==> src/rtl/pc_seq_pkg.sv <==
// Shared types and sizing helpers for the PC sequencer.
// Latency: n/a (types only).
// Backpressure: n/a.
package pc_seq_pkg;

    typedef enum logic [1:0] {
        RUN  = 2'd0,
        WAIT = 2'd1,
        HALT = 2'd2
    } seq_state_t;

    // Wait counter width; kept at least 1 bit so MulCycles=2 still yields a legal vector.
    function automatic int cnt_width(input int mul_cycles);
        return (mul_cycles > 2) ? $clog2(mul_cycles) : 1;
    endfunction

endpackage

==> src/rtl/pc_sequencer_if.sv <==
// Decoder/PC-side bundle of the PC sequencer; call/ret exist only with PC_SEQ_CALL_RET_EN.
// Latency: wires only.
// Backpressure: none, the PC accepts a PCup/BranchAddress pair every cycle.
interface pc_sequencer_if #(
    parameter int Psize = 5
);
    logic [Psize-1:0] pc_in;
    logic             branch;
    logic             cbranch;
    logic             flag;
    logic [Psize-1:0] target;
    logic             multi;
    logic             halt;
`ifdef PC_SEQ_CALL_RET_EN
    logic             call;
    logic             ret;
`endif
    logic             PCup;
    logic [Psize-1:0] BranchAddress;
    logic             op_done;
    logic             busy;
    logic             halted;

    modport master (
`ifdef PC_SEQ_CALL_RET_EN
        output call, output ret,
`endif
        output pc_in, output branch, output cbranch, output flag,
        output target, output multi, output halt,
        input  PCup, input BranchAddress, input op_done, input busy, input halted
    );

    modport slave (
`ifdef PC_SEQ_CALL_RET_EN
        input  call, input ret,
`endif
        input  pc_in, input branch, input cbranch, input flag,
        input  target, input multi, input halt,
        output PCup, output BranchAddress, output op_done, output busy, output halted
    );

endinterface

==> src/rtl/pc_sequencer_wait_cnt.sv <==
// Loadable down-counter (module seq_wait_cnt) timing the hold of a multi-cycle instruction.
// Latency: load/decrement take effect at the next edge; zero is combinational from the count.
// Backpressure: none.
module seq_wait_cnt
    import pc_seq_pkg::*;
#(
    parameter int MulCycles = 4
) (
    input  logic clk,
    input  logic reset,
    input  logic load,
    input  logic dec,
    output logic zero
);

    localparam int CW = cnt_width(MulCycles);

    logic [CW-1:0] cnt;

    // The RUN cycle that accepts the instruction is the first of MulCycles, hence the -2.
    always_ff @(posedge clk) begin
        if (reset) begin
            cnt <= '0;
        end else if (load) begin
            cnt <= CW'(MulCycles - 2);
        end else if (dec && (cnt != '0)) begin
            cnt <= cnt - CW'(1);
        end
    end

    assign zero = (cnt == '0);

endmodule

==> src/rtl/pc_sequencer.sv <==
// PC sequencer: drives PCup/BranchAddress for step, branch, multi-cycle stall and halt (call/ret with PC_SEQ_CALL_RET_EN).
// Latency: PCup/BranchAddress are combinational, so the PC acts on them at the very next edge.
// Backpressure: none; holding is done by reloading pc_in into the PC.
module pc_sequencer
    import pc_seq_pkg::*;
#(
    parameter int Psize     = 5,
    parameter int MulCycles = 4
) (
    input  logic           clk,
    input  logic           reset,
    pc_sequencer_if.slave  sq
);

    seq_state_t       state, state_nxt;
    logic             wait_load, wait_dec, wait_zero;
    logic             pcup, op_done, busy, halted;
    logic [Psize-1:0] baddr;
    logic             taken;
`ifdef PC_SEQ_CALL_RET_EN
    logic [Psize-1:0] link, link_nxt;
`endif

    assign taken = sq.branch | (sq.cbranch & sq.flag);

    seq_wait_cnt #(.MulCycles(MulCycles)) u_wait_cnt (
        .clk   (clk),
        .reset (reset),
        .load  (wait_load),
        .dec   (wait_dec),
        .zero  (wait_zero)
    );

    always_comb begin
        pcup      = 1'b0;
        baddr     = sq.target;
        op_done   = 1'b0;
        busy      = 1'b0;
        halted    = 1'b0;
        wait_load = 1'b0;
        wait_dec  = 1'b0;
        state_nxt = state;
`ifdef PC_SEQ_CALL_RET_EN
        link_nxt  = link;
`endif
        // Loading 0 during reset forces the PC home regardless of its own reset.
        if (reset) begin
            baddr     = '0;
            state_nxt = RUN;
        end else begin
            case (state)
                RUN: begin
                    if (sq.halt) begin
                        baddr     = sq.pc_in;
                        state_nxt = HALT;
                    end else if (sq.multi) begin
                        baddr     = sq.pc_in;
                        busy      = 1'b1;
                        wait_load = 1'b1;
                        state_nxt = WAIT;
`ifdef PC_SEQ_CALL_RET_EN
                    end else if (sq.call) begin
                        baddr     = sq.target;
                        link_nxt  = sq.pc_in + Psize'(1);
                    end else if (sq.ret) begin
                        baddr     = link;
`endif
                    end else if (taken) begin
                        baddr     = sq.target;
                    end else begin
                        pcup      = 1'b1;
                    end
                end
                WAIT: begin
                    busy = 1'b1;
                    if (wait_zero) begin
                        pcup      = 1'b1;
                        op_done   = 1'b1;
                        state_nxt = RUN;
                    end else begin
                        baddr     = sq.pc_in;
                        wait_dec  = 1'b1;
                    end
                end
                HALT: begin
                    baddr  = sq.pc_in;
                    halted = 1'b1;
                end
                default: state_nxt = RUN;
            endcase
        end
    end

    always_ff @(posedge clk) begin
        if (reset) begin
            state <= RUN;
`ifdef PC_SEQ_CALL_RET_EN
            link  <= '0;
`endif
        end else begin
            state <= state_nxt;
`ifdef PC_SEQ_CALL_RET_EN
            link  <= link_nxt;
`endif
        end
    end

    assign sq.PCup          = pcup;
    assign sq.BranchAddress = baddr;
    assign sq.op_done       = op_done;
    assign sq.busy          = busy;
    assign sq.halted        = halted;

endmodule

==> src/flat_wrapper.sv <==
// flat-port wrapper written by rule: the top's interface ports become plain ports
module pc_sequencer_flat import pc_seq_pkg::*;
#(
    parameter int Psize     = 5,
    parameter int MulCycles = 4
)
  (clk, reset, sq_pc_in, sq_branch, sq_cbranch, sq_flag, sq_target, sq_multi, sq_halt, sq_PCup, sq_BranchAddress, sq_op_done, sq_busy, sq_halted);
  pc_sequencer_if #(.Psize(Psize)) sq_i ();
  input  logic clk;
  input  logic reset;
  input wire logic [$bits(sq_i.pc_in)-1:0] sq_pc_in;
  input wire logic [$bits(sq_i.branch)-1:0] sq_branch;
  input wire logic [$bits(sq_i.cbranch)-1:0] sq_cbranch;
  input wire logic [$bits(sq_i.flag)-1:0] sq_flag;
  input wire logic [$bits(sq_i.target)-1:0] sq_target;
  input wire logic [$bits(sq_i.multi)-1:0] sq_multi;
  input wire logic [$bits(sq_i.halt)-1:0] sq_halt;
  output wire logic [$bits(sq_i.PCup)-1:0] sq_PCup;
  output wire logic [$bits(sq_i.BranchAddress)-1:0] sq_BranchAddress;
  output wire logic [$bits(sq_i.op_done)-1:0] sq_op_done;
  output wire logic [$bits(sq_i.busy)-1:0] sq_busy;
  output wire logic [$bits(sq_i.halted)-1:0] sq_halted;
  assign sq_i.pc_in = sq_pc_in;
  assign sq_i.branch = sq_branch;
  assign sq_i.cbranch = sq_cbranch;
  assign sq_i.flag = sq_flag;
  assign sq_i.target = sq_target;
  assign sq_i.multi = sq_multi;
  assign sq_i.halt = sq_halt;
  assign sq_PCup = sq_i.PCup;
  assign sq_BranchAddress = sq_i.BranchAddress;
  assign sq_op_done = sq_i.op_done;
  assign sq_busy = sq_i.busy;
  assign sq_halted = sq_i.halted;
  pc_sequencer #(.Psize(Psize), .MulCycles(MulCycles)) u_core (.clk(clk), .reset(reset), .sq(sq_i));
endmodule
==> config.mk <==
export PLATFORM = sky130hd
export DESIGN_NAME = pc_sequencer_flat
export DESIGN_NICKNAME = d
export VERILOG_FILES = /design/src/rtl/pc_seq_pkg.sv /design/src/rtl/pc_sequencer_if.sv /design/src/rtl/pc_sequencer_wait_cnt.sv /design/src/rtl/pc_sequencer.sv /design/src/flat_wrapper.sv
export SDC_FILE = /design/constraint.sdc
export NUM_CORES = 1
export LEC_CHECK = 0
export BUFFER_PORTS_ARGS = -buffer_cell sky130_fd_sc_hd__buf_4
export CORE_AREA = 10 10 47 49
export CTS_CLUSTER_SIZE = 8
export DETAILED_ROUTE_END_ITERATION = 10
export DIE_AREA = 0 0 57 59
export PLACE_DENSITY = 0.56
export RECOVER_POWER = 25
export SKIP_LAST_GASP = 1
export SLEW_MARGIN = 20
export SYNTH_ARGS = -nofsm -noshare
export SYNTH_HDL_FRONTEND = slang
export SYNTH_SLANG_ARGS = --single-unit
==> constraint.sdc <==
create_clock -name clk -period 3.3 [get_ports clk]
set_input_delay 0.33 -clock clk [delete_from_list [all_inputs] [get_ports clk]]
set_output_delay 0.33 -clock clk [all_outputs]
set_load 0.05 [all_outputs]
# Yosys cells after proc, flatten, opt, wreduce, memory -nomap -nowiden
# Index checks and enable logic that the tools add are counted.
# op_classes
n_addsub,1
n_eq_ne,4
n_mux,30
bitwise,3
n_reduce_logical,7
# op_table
operator,count
5-bit two-way mux,4
1-bit two-way mux,17
5-bit case mux with 3 select lines,1
2-bit two-way mux,5
2-bit case mux with 3 select lines,1
2-bit zero test,2
1-bit case mux with 2 select lines,2
2-bit nonzero test,2
3-bit inequality test (second input constant),1
3-bit AND reduction,1
2-bit by 1-bit equality test with 1-bit output (second input constant),1
2-bit equality test (second input constant),1
2-bit inequality test (second input constant),1
2-bit OR reduction,1
2-bit by 1-bit subtractor with 2-bit output (second input constant),1
1-bit AND,1
1-bit logical AND,1
1-bit inverter,1
1-bit OR,1
# totals
reg_bits,4
in_bits,17

# Logic depth before layout (Yosys ltp)
# logic_depth
word_depth,7
mapped_depth,5

# Cells and area by module
# Synthesis repeated with hierarchy kept, for this count alone.
# unflattened
cells_unflattened,52
area_unflattened_um2,391.6
# by_module_without_submodules
module,instances,cells_each,area_each_um2,seq_area_each_um2
pc_sequencer,1,41,285.3,40.0
seq_wait_cnt,1,11,106.4,40.0

# Worst setup path before layout
# OpenSTA, ideal clock, no wires.
# synth_path
path_type,reg2out
startpoint,register u_core.state[0]
endpoint,output sq_PCup
arrival_ns,1.885
slack_ns,1.085
path_stages_with_launch,4
path_buffers,0
cell_sequence,dfxtp_1 -> nor4_1 -> nand2_1 -> a211oi_1
# synth_via
elab_chain_cells,3
word_cells_on_any_way,4
classes_between,eq/ne (1); mux (2); reduce/logical (1)
# synth_rtl
item,line,rtl
start: declaration,pc_sequencer.sv:15,"seq_state_t state, state_nxt;"
start signal: assignment,pc_sequencer.sv:101,state <= state_nxt;
2-bit by 1-bit equality test with 1-bit output or 2-bit zero test (tied branches),pc_sequencer.sv:51,case (state)
1-bit case mux with 2 select lines *,pc_sequencer.sv:51,
1-bit two-way mux *,pc_sequencer.sv:47,if (reset) begin
end: declaration,flat_wrapper.sv:18,output wire logic [$bits(sq_i.PCup)-1:0] sq_PCup;
# Mark *: on every way between the ends. The rest lies on a longest branch, timed or not.

# Worst setup path after layout
# layout_path
startpoint,register u_core.state[0]
endpoint,output sq_BranchAddress[0]
# layout_via
elab_chain_cells,3
word_cells_on_any_way,5
classes_between,eq/ne (2); mux (2); reduce/logical (1)
# layout_rtl
item,line,rtl
"2-bit equality test, or another cell as far along",pc_sequencer.sv:51,
5-bit case mux with 3 select lines *,pc_sequencer.sv:51,
5-bit two-way mux *,pc_sequencer.sv:47,
end: declaration,flat_wrapper.sv:19,output wire logic [$bits(sq_i.BranchAddress)-1:0] sq_BranchAddress;
# Marked as above.

==> out/qor.yml <==
finish:
  n_antenna_cell: 0
  drive_gt1_share_pct: 43.8
  mostFrequentLayoutCell: "buf_4"
  utilization_pct: 41.2
  synthToLayoutAreaGrowth_pct: 52.6
  final_nets: 93
  final_cell_mix: "buf_4, o211ai_1, nand4_1, a21oi_1"
floorplanning:
  row_count: 14
  die_y_um: 59
  ios: 26
  initial_core_util_pct: 27.0
  die_w_um: 57
  core_um2: 1400
  dieArea_um2: 3360
clocking:
  clock-sinks: 4
  cts-hold-fix-buffers: 0
  clk_pin_slew_ns: 0.04
  cts_tree: "built"
  clock_latency_ns: 0.23
  post_cts_buffers: 0
  clock_path_buffers: 2
  htree_levels: 1
  cts_buffers: 3
  cts_root_buf: "clkbuf_4"
  cts_resized: 0
setup_path:
  max_stage_delay_ns: 0.60
  path_class: "reg2out"
  startpoint_type: "flip-flop"
  critPathMaxFanout: 16
  r2r-end: "u_core.u_wait_cnt.cnt[1]"
  cp-end-kind: "output port"
  cp_num_buf_inv: 1
  cp_cell_sequence: "or3b_1, o211ai_1, a21oi_1, buf_4"
  slowest_stage: "dfxtp_1"
  crit_arrival_ns: 1.73
  r2r_slack_ns: 1.74
  r2r-start: "u_core.state[0]"
  worstPathRequired_ns: 2.97
  rr_worst_depth: 3
  path_delay_family: "flip-flops"
routing:
  viasPerCell: 5.12
  wl_per_cell_um: 13.8
  wirelength_um: 1230
  drt.antenna.violating_nets: 0
  drc_errors: 0
  dr.pass1.iters: 4
  dr_total_vias: 456
  dr.first_iter.drc_count: 7
sta:
  slew-limit-headroom_pct: 66.9
  setup_viol: 0
  hold_viol: 0
  finalCritPeriodShare_pct: 62.5
  finClkSkew_ns: 0.00242
  tightest_slew_ns: 0.495
  rsz0062_at_grt: "no"
  clock.fmax_mhz: 485
  tns_ns: 0
  fin_crit_ns: 2.06
  maxSlewViolCount: 0
logic_synthesis:
  ys_types: 23
  synth_cells: 48
  synth.net_count: 66
  synth_area_um2: 378
  ys_warn_count: 0
  seq_area_frac_synth_pct: 21.2
  ys_ff_latch: 4
  syn_avg_cell_area_um2: 7.87
global_route:
  grt.total_usage_pct: 7.68
  gr-total-overflow: 0
  grt_start_max_net_pins: 17
  antenna_found_initial: 0
  grt_pass1_wl_um: 2110
  grt_pass1_vias: 453
power_and_ir_drop:
  p_leak_uw: 0.000237
  irDropWorstVdd_uv: 169
  p_per_area_nw_per_um2: 338
min_path:
  hold-path-cell-count: 2
  min_to: "u_core.u_wait_cnt.cnt[1]"
  hp-start: "reset"
  worst_hold_path_type: "in2reg"
status:
  status: "completed"
place:
  numPortBuffers: 25
  dpl.hpwl_um: 1030
  gp_congestion: 0.763
flow_run:
  cap_violations: 0
-- Yosys cell counts --
library cell | instances | area [um2]
nor4_1 | 1 | 6.26
a221oi_2 | 1 | 15.0
nand4_1 | 5 | 31.3
nor3b_4 | 1 | 18.8
nand2_1 | 4 | 15.0
ha_1 | 1 | 12.5
nor3_1 | 4 | 20.0
a21oi_1 | 5 | 25.0
o21ai_1 | 1 | 5.00
inv_1 | 2 | 7.51
nor2_1 | 4 | 15.0
buf_6 | 1 | 11.3
clkbuf_1 | 1 | 3.75
xnor2_1 | 1 | 8.76
o211ai_1 | 5 | 37.5
buf_2 | 1 | 5.00
nor3b_1 | 1 | 7.51
or4_4 | 1 | 11.3
a211oi_1 | 1 | 7.51
nor4b_2 | 1 | 15.0
nor3_2 | 1 | 10.0
dfxtp_1 | 4 | 80.1
or3b_1 | 1 | 8.76
-- power by group --
group | internal [uW] | leakage [uW] | switching [uW]
sequential | 51.3 | 0.0000328 | 5.65
clock | 40.5 | 0.0000138 | 17.3
combinational | 33.0 | 0.000190 | 47.4
total | 125 | 0.000237 | 70.4
-- worst max path at each step --
stage                                        start             endpoint  slack, ns  cells after the start
final                              u_core.state[0]  sq_BranchAddress[0]       1.24                      4
after global routing               u_core.state[0]  sq_BranchAddress[1]       1.08                      4
after CTS                 u_core.u_wait_cnt.cnt[0]  sq_BranchAddress[0]       1.21                      6
after detailed placement  u_core.u_wait_cnt.cnt[0]  sq_BranchAddress[0]       1.46                      6
after global placement    u_core.u_wait_cnt.cnt[0]  sq_BranchAddress[0]       1.48                      6
after floorplan                    u_core.state[0]              sq_PCup       1.08                      3
-- stage by stage --
stage | hold WS [ns] | setup slack, ns | cells | total power (uW) | cell area [um2]
final | 0.365 | 1.24 | 89 | 195 | 577
after floorplan | 0.396 | 1.08 | 48 | 110 | 378
after global placement | 0.469 | 1.48 | 86 | 141 | 566
after detailed placement | 0.475 | 1.46 | 86 | 141 | 566
after global routing | 0.375 | 1.08 | 89 | 211 | 577
after CTS | 0.357 | 1.21 | 89 | 203 | 588
-- area by class of cell --
| class | count | area, um2 |
|---|---|---|
| Multi-Input combinational cell | 39 | 259 |
| Clock buffer | 3 | 22.5 |
| Inverter | 2 | 7.51 |
| Timing Repair Buffer | 25 | 188 |
| Fill cell | 164 | 825 |
| Sequential cell | 4 | 80.1 |
| Tap cell | 16 | 20.0 |
-- state kept, by name, indices dropped and copies added, names as in the netlist --
register / flops
u_core.state: 2
u_core.u_wait_cnt.cnt: 2
-- routing by layer --
metal  global-route usage (%)  up-vias  wire length (um)
met5                        0        -                 0
met4                     5.03        0                 0
met3                     2.15        0               100
met2                     11.6       19               552
met1                     9.23      201               573
li1                         -      236                 -
-- kinds of logic after synthesis --
| kind of cell | Yosys count | synth area share, % |
|---|---|---|
| fa+ha+maj | 1 | 3.31 |
| buf+inv | 5 | 7.28 |
| simple gates | 24 | 42.1 |
| compound gates | 13 | 23.8 |
| xor+xnor | 1 | 2.32 |
| flops | 4 | 21.2 |
Note: power is estimated with default switching activity, not from simulation.
